==> config.mk <==
export PLATFORM = sky130hd
export DESIGN_NAME = piso_serializer
export DESIGN_NICKNAME = d
export VERILOG_FILES = /design/src/rtl/piso_pkg.sv /design/src/rtl/piso_serializer.sv
export SDC_FILE = /design/constraint.sdc
export NUM_CORES = 1
export LEC_CHECK = 0
export ABC_AREA = 1
export CAP_MARGIN = 0
export CORE_AREA = 2 2 39 41
export DETAILED_ROUTE_END_ITERATION = 7
export DIE_AREA = 0 0 41 43
export PLACE_DENSITY = 0.68
export SYNTH_ARGS = -nofsm -noshare
export SYNTH_HDL_FRONTEND = slang
export SYNTH_SLANG_ARGS = --single-unit
export TNS_END_PERCENT = 5
==> constraint.sdc <==
create_clock -name clk -period 1.13 [get_ports clk]
set_input_delay 0.339 -clock clk [delete_from_list [all_inputs] [get_ports clk]]
set_output_delay 0.339 -clock clk [all_outputs]
set_load 0.02 [all_outputs]
==> src/rtl/piso_pkg.sv <==
// rtl/piso_pkg.sv - shared state type and default word width for the serializer
package piso_pkg;

    typedef enum logic {IDLE, SHIFT} piso_state_t;

    localparam int PISO_WIDTH = 4;

endpackage

==> src/rtl/piso_serializer.sv <==
// rtl/piso_serializer.sv - parallel-in serial-out stage with valid/ready input and sof/eof framing
module piso_serializer
    import piso_pkg::*;
#(
    parameter int WIDTH     = PISO_WIDTH,
    parameter bit MSB_FIRST = 1'b1
) (
    input  logic             clk,
    input  logic             reset,
    input  logic [WIDTH-1:0] data_i,
    input  logic             valid_i,
    output logic             ready_o,
    output logic             x_o,
    output logic             x_vld_o,
    output logic             sof_o,
    output logic             eof_o,
    output logic             busy_o
);

    localparam int CW = $clog2(WIDTH);
    localparam logic [CW-1:0] LAST = CW'(WIDTH - 1);

    piso_state_t      state_q, state_d;
    logic [WIDTH-1:0] sreg_q, sreg_d;
    logic [CW-1:0]    cnt_q, cnt_d;
    logic             last_bit;

    assign last_bit = (cnt_q == LAST);

    // ready depends only on registered state so valid_i never reaches it combinationally
    assign ready_o = (state_q == IDLE) || last_bit;

    assign busy_o  = (state_q == SHIFT);
    assign x_vld_o = busy_o;
    assign x_o     = busy_o & (MSB_FIRST ? sreg_q[WIDTH-1] : sreg_q[0]);
    assign sof_o   = busy_o && (cnt_q == '0);
    assign eof_o   = busy_o && last_bit;

    always_ff @(posedge clk or negedge reset) begin
        if (!reset) begin
            state_q <= IDLE;
            sreg_q  <= '0;
            cnt_q   <= '0;
        end else begin
            state_q <= state_d;
            sreg_q  <= sreg_d;
            cnt_q   <= cnt_d;
        end
    end

    always_comb begin
        state_d = state_q;
        sreg_d  = sreg_q;
        cnt_d   = cnt_q;
        case (state_q)
            IDLE: begin
                if (valid_i) begin
                    sreg_d  = data_i;
                    cnt_d   = '0;
                    state_d = SHIFT;
                end
            end
            SHIFT: begin
                if (!last_bit) begin
                    sreg_d = MSB_FIRST ? {sreg_q[WIDTH-2:0], 1'b0}
                                       : {1'b0, sreg_q[WIDTH-1:1]};
                    cnt_d  = cnt_q + CW'(1);
                end else if (valid_i) begin
                    // reload on the eof cycle so the next word follows with no gap
                    sreg_d = data_i;
                    cnt_d  = '0;
                end else begin
                    state_d = IDLE;
                end
            end
            default: state_d = IDLE;
        endcase
    end

endmodule

==> impl_metrics.json <==
{
  "outcome": "complete, but fails checks",
  "violations": "negative setup slack",
  "route.detailed.wl_per_inst_um": 8.01,
  "layout.nets": 87,
  "postLayoutCoreUtil_pct": 43.3,
  "yosys.cell_types.count": 13,
  "drive_gt1_share_pct": 30.3,
  "finalWorstPathRequiredPeriod_ns": 1.48,
  "worst-slew-pin-transition_ns": 0.322,
  "placed_cells_incl_taps": 87,
  "max-clock-path-buffers": 2,
  "initial_utilization_pct": 29.4,
  "placement.cell_area_um2": 566,
  "post_layout_nonfiller_instances": 92,
  "timing.final.hold_violations": 0,
  "finalWeightedCongestion": 0.768,
  "multiInputGateArea_um2": 178,
  "max_freq_mhz": 675,
  "critPathLaunchType": "flop",
  "die_area_um2": 1760,
  "die_y_um": 43,
  "yosys_register_bits": 7,
  "final_max_slew_viol_count": 0,
  "drtAntennaViolNets": 0,
  "power.static_leakage_nw": 0.350,
  "critPathKind": "reg -> out",
  "syn_to_final_growth_pct": 47.4,
  "synth.top_cells.by_area": "sky130_fd_sc_hd__dfrtp_1 43%, sky130_fd_sc_hd__nand2_1 18%, sky130_fd_sc_hd__inv_1 12%, sky130_fd_sc_hd__ha_1 9.2%, sky130_fd_sc_hd__nand3_1 4.9%",
  "netlist.top_cell.by_area": "sky130_fd_sc_hd__dfrtp_1",
  "sequential_cell_area_um2": 176,
  "cts_num_sinks": 7,
  "post_synth.cell_area_avg_um2": 7.13,
  "grt_pass1_wl_um": 1190,
  "powerDensity_nw_per_um2": 2590,
  "portBuffers": 12,
  "worstSetupEndpointType": "primary output",
  "crit_path_max_fanout": 4,
  "unrepaired_setup_endpoints_after_global_routing": "true",
  "cts_root_buffer": "sky130_fd_sc_hd__clkbuf_4",
  "fillCellCount": 155,
  "detail_route.drc_violations": 0,
  "mappedNetlistArea_um2": 407,
  "cts.reportedPaths.clkPinSlew_ns": 0.05,
  "num_antenna_cells": 0,
  "drt_first_iter_violations": 3,
  "worst_clock_skew_ns": 0.00128,
  "ctsHtreeMaxLevel": 1,
  "firstDrtPassIters": 3,
  "grt_antenna_before_repair": 0,
  "report.final.setup_viol": 6,
  "final.period_utilization_pct": 131,
  "placement_rows": 14,
  "hp-class": "in -> async",
  "required_ns": 0.79,
  "max_slew_margin_pct": 78.5,
  "setup_slack_ns": -0.351,
  "fp.coreArea_um2": 1380,
  "io-pin-count": 13,
  "groute.usage.overall_pct": 10.6,
  "grt_pass1_vias": 311,
  "vias": 366,
  "tritoncts.num_buffers": 3,
  "synthesis.yosys.warnings": 0,
  "dieWidth_um": 41,
  "grt_remaining_overflow": 0,
  "synthDominantCellAreaShare_pct": 43.1,
  "post_cts_hold_fix_bufs": 0,
  "synth_sequential_area_ratio_pct": 43.1,
  "tritoncts_clock_tree": "yes",
  "wl_um": 737,
  "fin_worst_hold_slack_ns": 0.355,
  "grt_start_max_net_pins": 8,
  "vdd.ir_drop.worst_uv": 1060,
  "avgViaCountPerCell": 3.98,
  "gate_count_of_the_mapped_netlist": 57,
  "max_cap_viol_count": 0,
  "mappedNetlistNets": 67,
  "worst-endpoint-arrival_ns": 1.14,
  "place.detailed.hpwl_um": 561,
  "layout.cell_area.non_filler_um2": 599,
  "clock_latency_ns": 0.24
}
## timing repair
action	CTS	global route
buffers inserted	0	1
setup endpoints to repair	6	11
pin swaps	0	2
gates resized for setup	26	8
cloned	0	0
## routing by layer
metal,track usage [%],routed length (um)
met1,13.1,326
met2,13.8,355
met3,1.57,28
met4,12.0,27
met5,0,0
## cell usage after synthesis (all sizes together)
library cell  count
o21ai             2
nand2            21
clkinv            1
nor2              3
buf               1
nand3             4
ha                3
dfrtp             7
inv              15
## kinds of logic after synthesis
group	count (synthesis)	share of synthesized area, %
and+or+nand+nor	28	28.3
buffers and inverters	17	16.9
DFF	7	43.1
adders and majority gates	3	9.23
AOI/OAI and AO/OA	2	2.46
## cell type report
type	instances	area share [%]
clock buffers	4	4.38
inverters	16	10.4
well taps	16	3.34
multi-input cells	33	29.6
flip-flops and latches	7	29.4
repair buffers	16	22.8
## flip-flops by register name, summed over array words and instances, names as in the netlist
signal / flops
cnt_q: 2
sreg_q: 4
busy_o: 1
## through the flow
step	TNS (ns)	power [W]	setup slack, ns
after floorplan	0	0.000949	0.00514
after global placement	-3.13	0.00128	-0.495
after detailed placement	-3.19	0.00130	-0.518
after CTS	-1.45	0.00146	-0.354
after global routing	-1.70	0.00171	-0.408
final	-1.33	0.00155	-0.351
## power breakdown
part           internal (W)  total, W  switching, W  leakage [nW]
clock network      0.000134  0.000221     0.0000862        0.0150
logic              0.000406  0.000885      0.000479         0.249
registers          0.000359  0.000445     0.0000855        0.0854
## worst max-delay path, stage by stage, from the launching register on
cell and delay (ns):
sky130_fd_sc_hd__dfrtp_1 0.41, sky130_fd_sc_hd__ha_2 0.21, sky130_fd_sc_hd__nor2_4 0.12, sky130_fd_sc_hd__inv_2 0.04, sky130_fd_sc_hd__buf_6 0.12
## path summary, 6_finish.rpt
path | cells past startpoint | end | slack, ns | start
max | 4 | ready_o | -0.35 | cnt_q[1]
min | 1 | cnt_q[0] | 0.35 | reset
max reg2reg | 6 | cnt_q[1] | 0.01 | cnt_q[0]
min reg2reg | 2 | sreg_q[1] | 0.47 | sreg_q[0]
max in group asynchronous | 1 | busy_o | 0.51 | reset
min in group clk | 2 | sreg_q[1] | 0.47 | sreg_q[0]
## placed cells by master, fill, tap and decap left out
master	count
sky130_fd_sc_hd__inv_2	4
sky130_fd_sc_hd__ha_2	2
sky130_fd_sc_hd__nor2_1	2
sky130_fd_sc_hd__o21ai_1	1
sky130_fd_sc_hd__ha_1	1
sky130_fd_sc_hd__clkbuf_4	3
sky130_fd_sc_hd__nor2_4	1
sky130_fd_sc_hd__buf_2	4
sky130_fd_sc_hd__buf_6	3
sky130_fd_sc_hd__inv_1	11
sky130_fd_sc_hd__clkdlybuf4s50_1	6
sky130_fd_sc_hd__nand2_4	1
sky130_fd_sc_hd__clkbuf_1	1
sky130_fd_sc_hd__nand2_1	20
sky130_fd_sc_hd__dfrtp_1	6
sky130_fd_sc_hd__inv_4	1
sky130_fd_sc_hd__nand3_1	4
sky130_fd_sc_hd__o21ai_0	1
sky130_fd_sc_hd__buf_4	3
sky130_fd_sc_hd__dfrtp_2	1
Power figures use the tool's default switching activity.
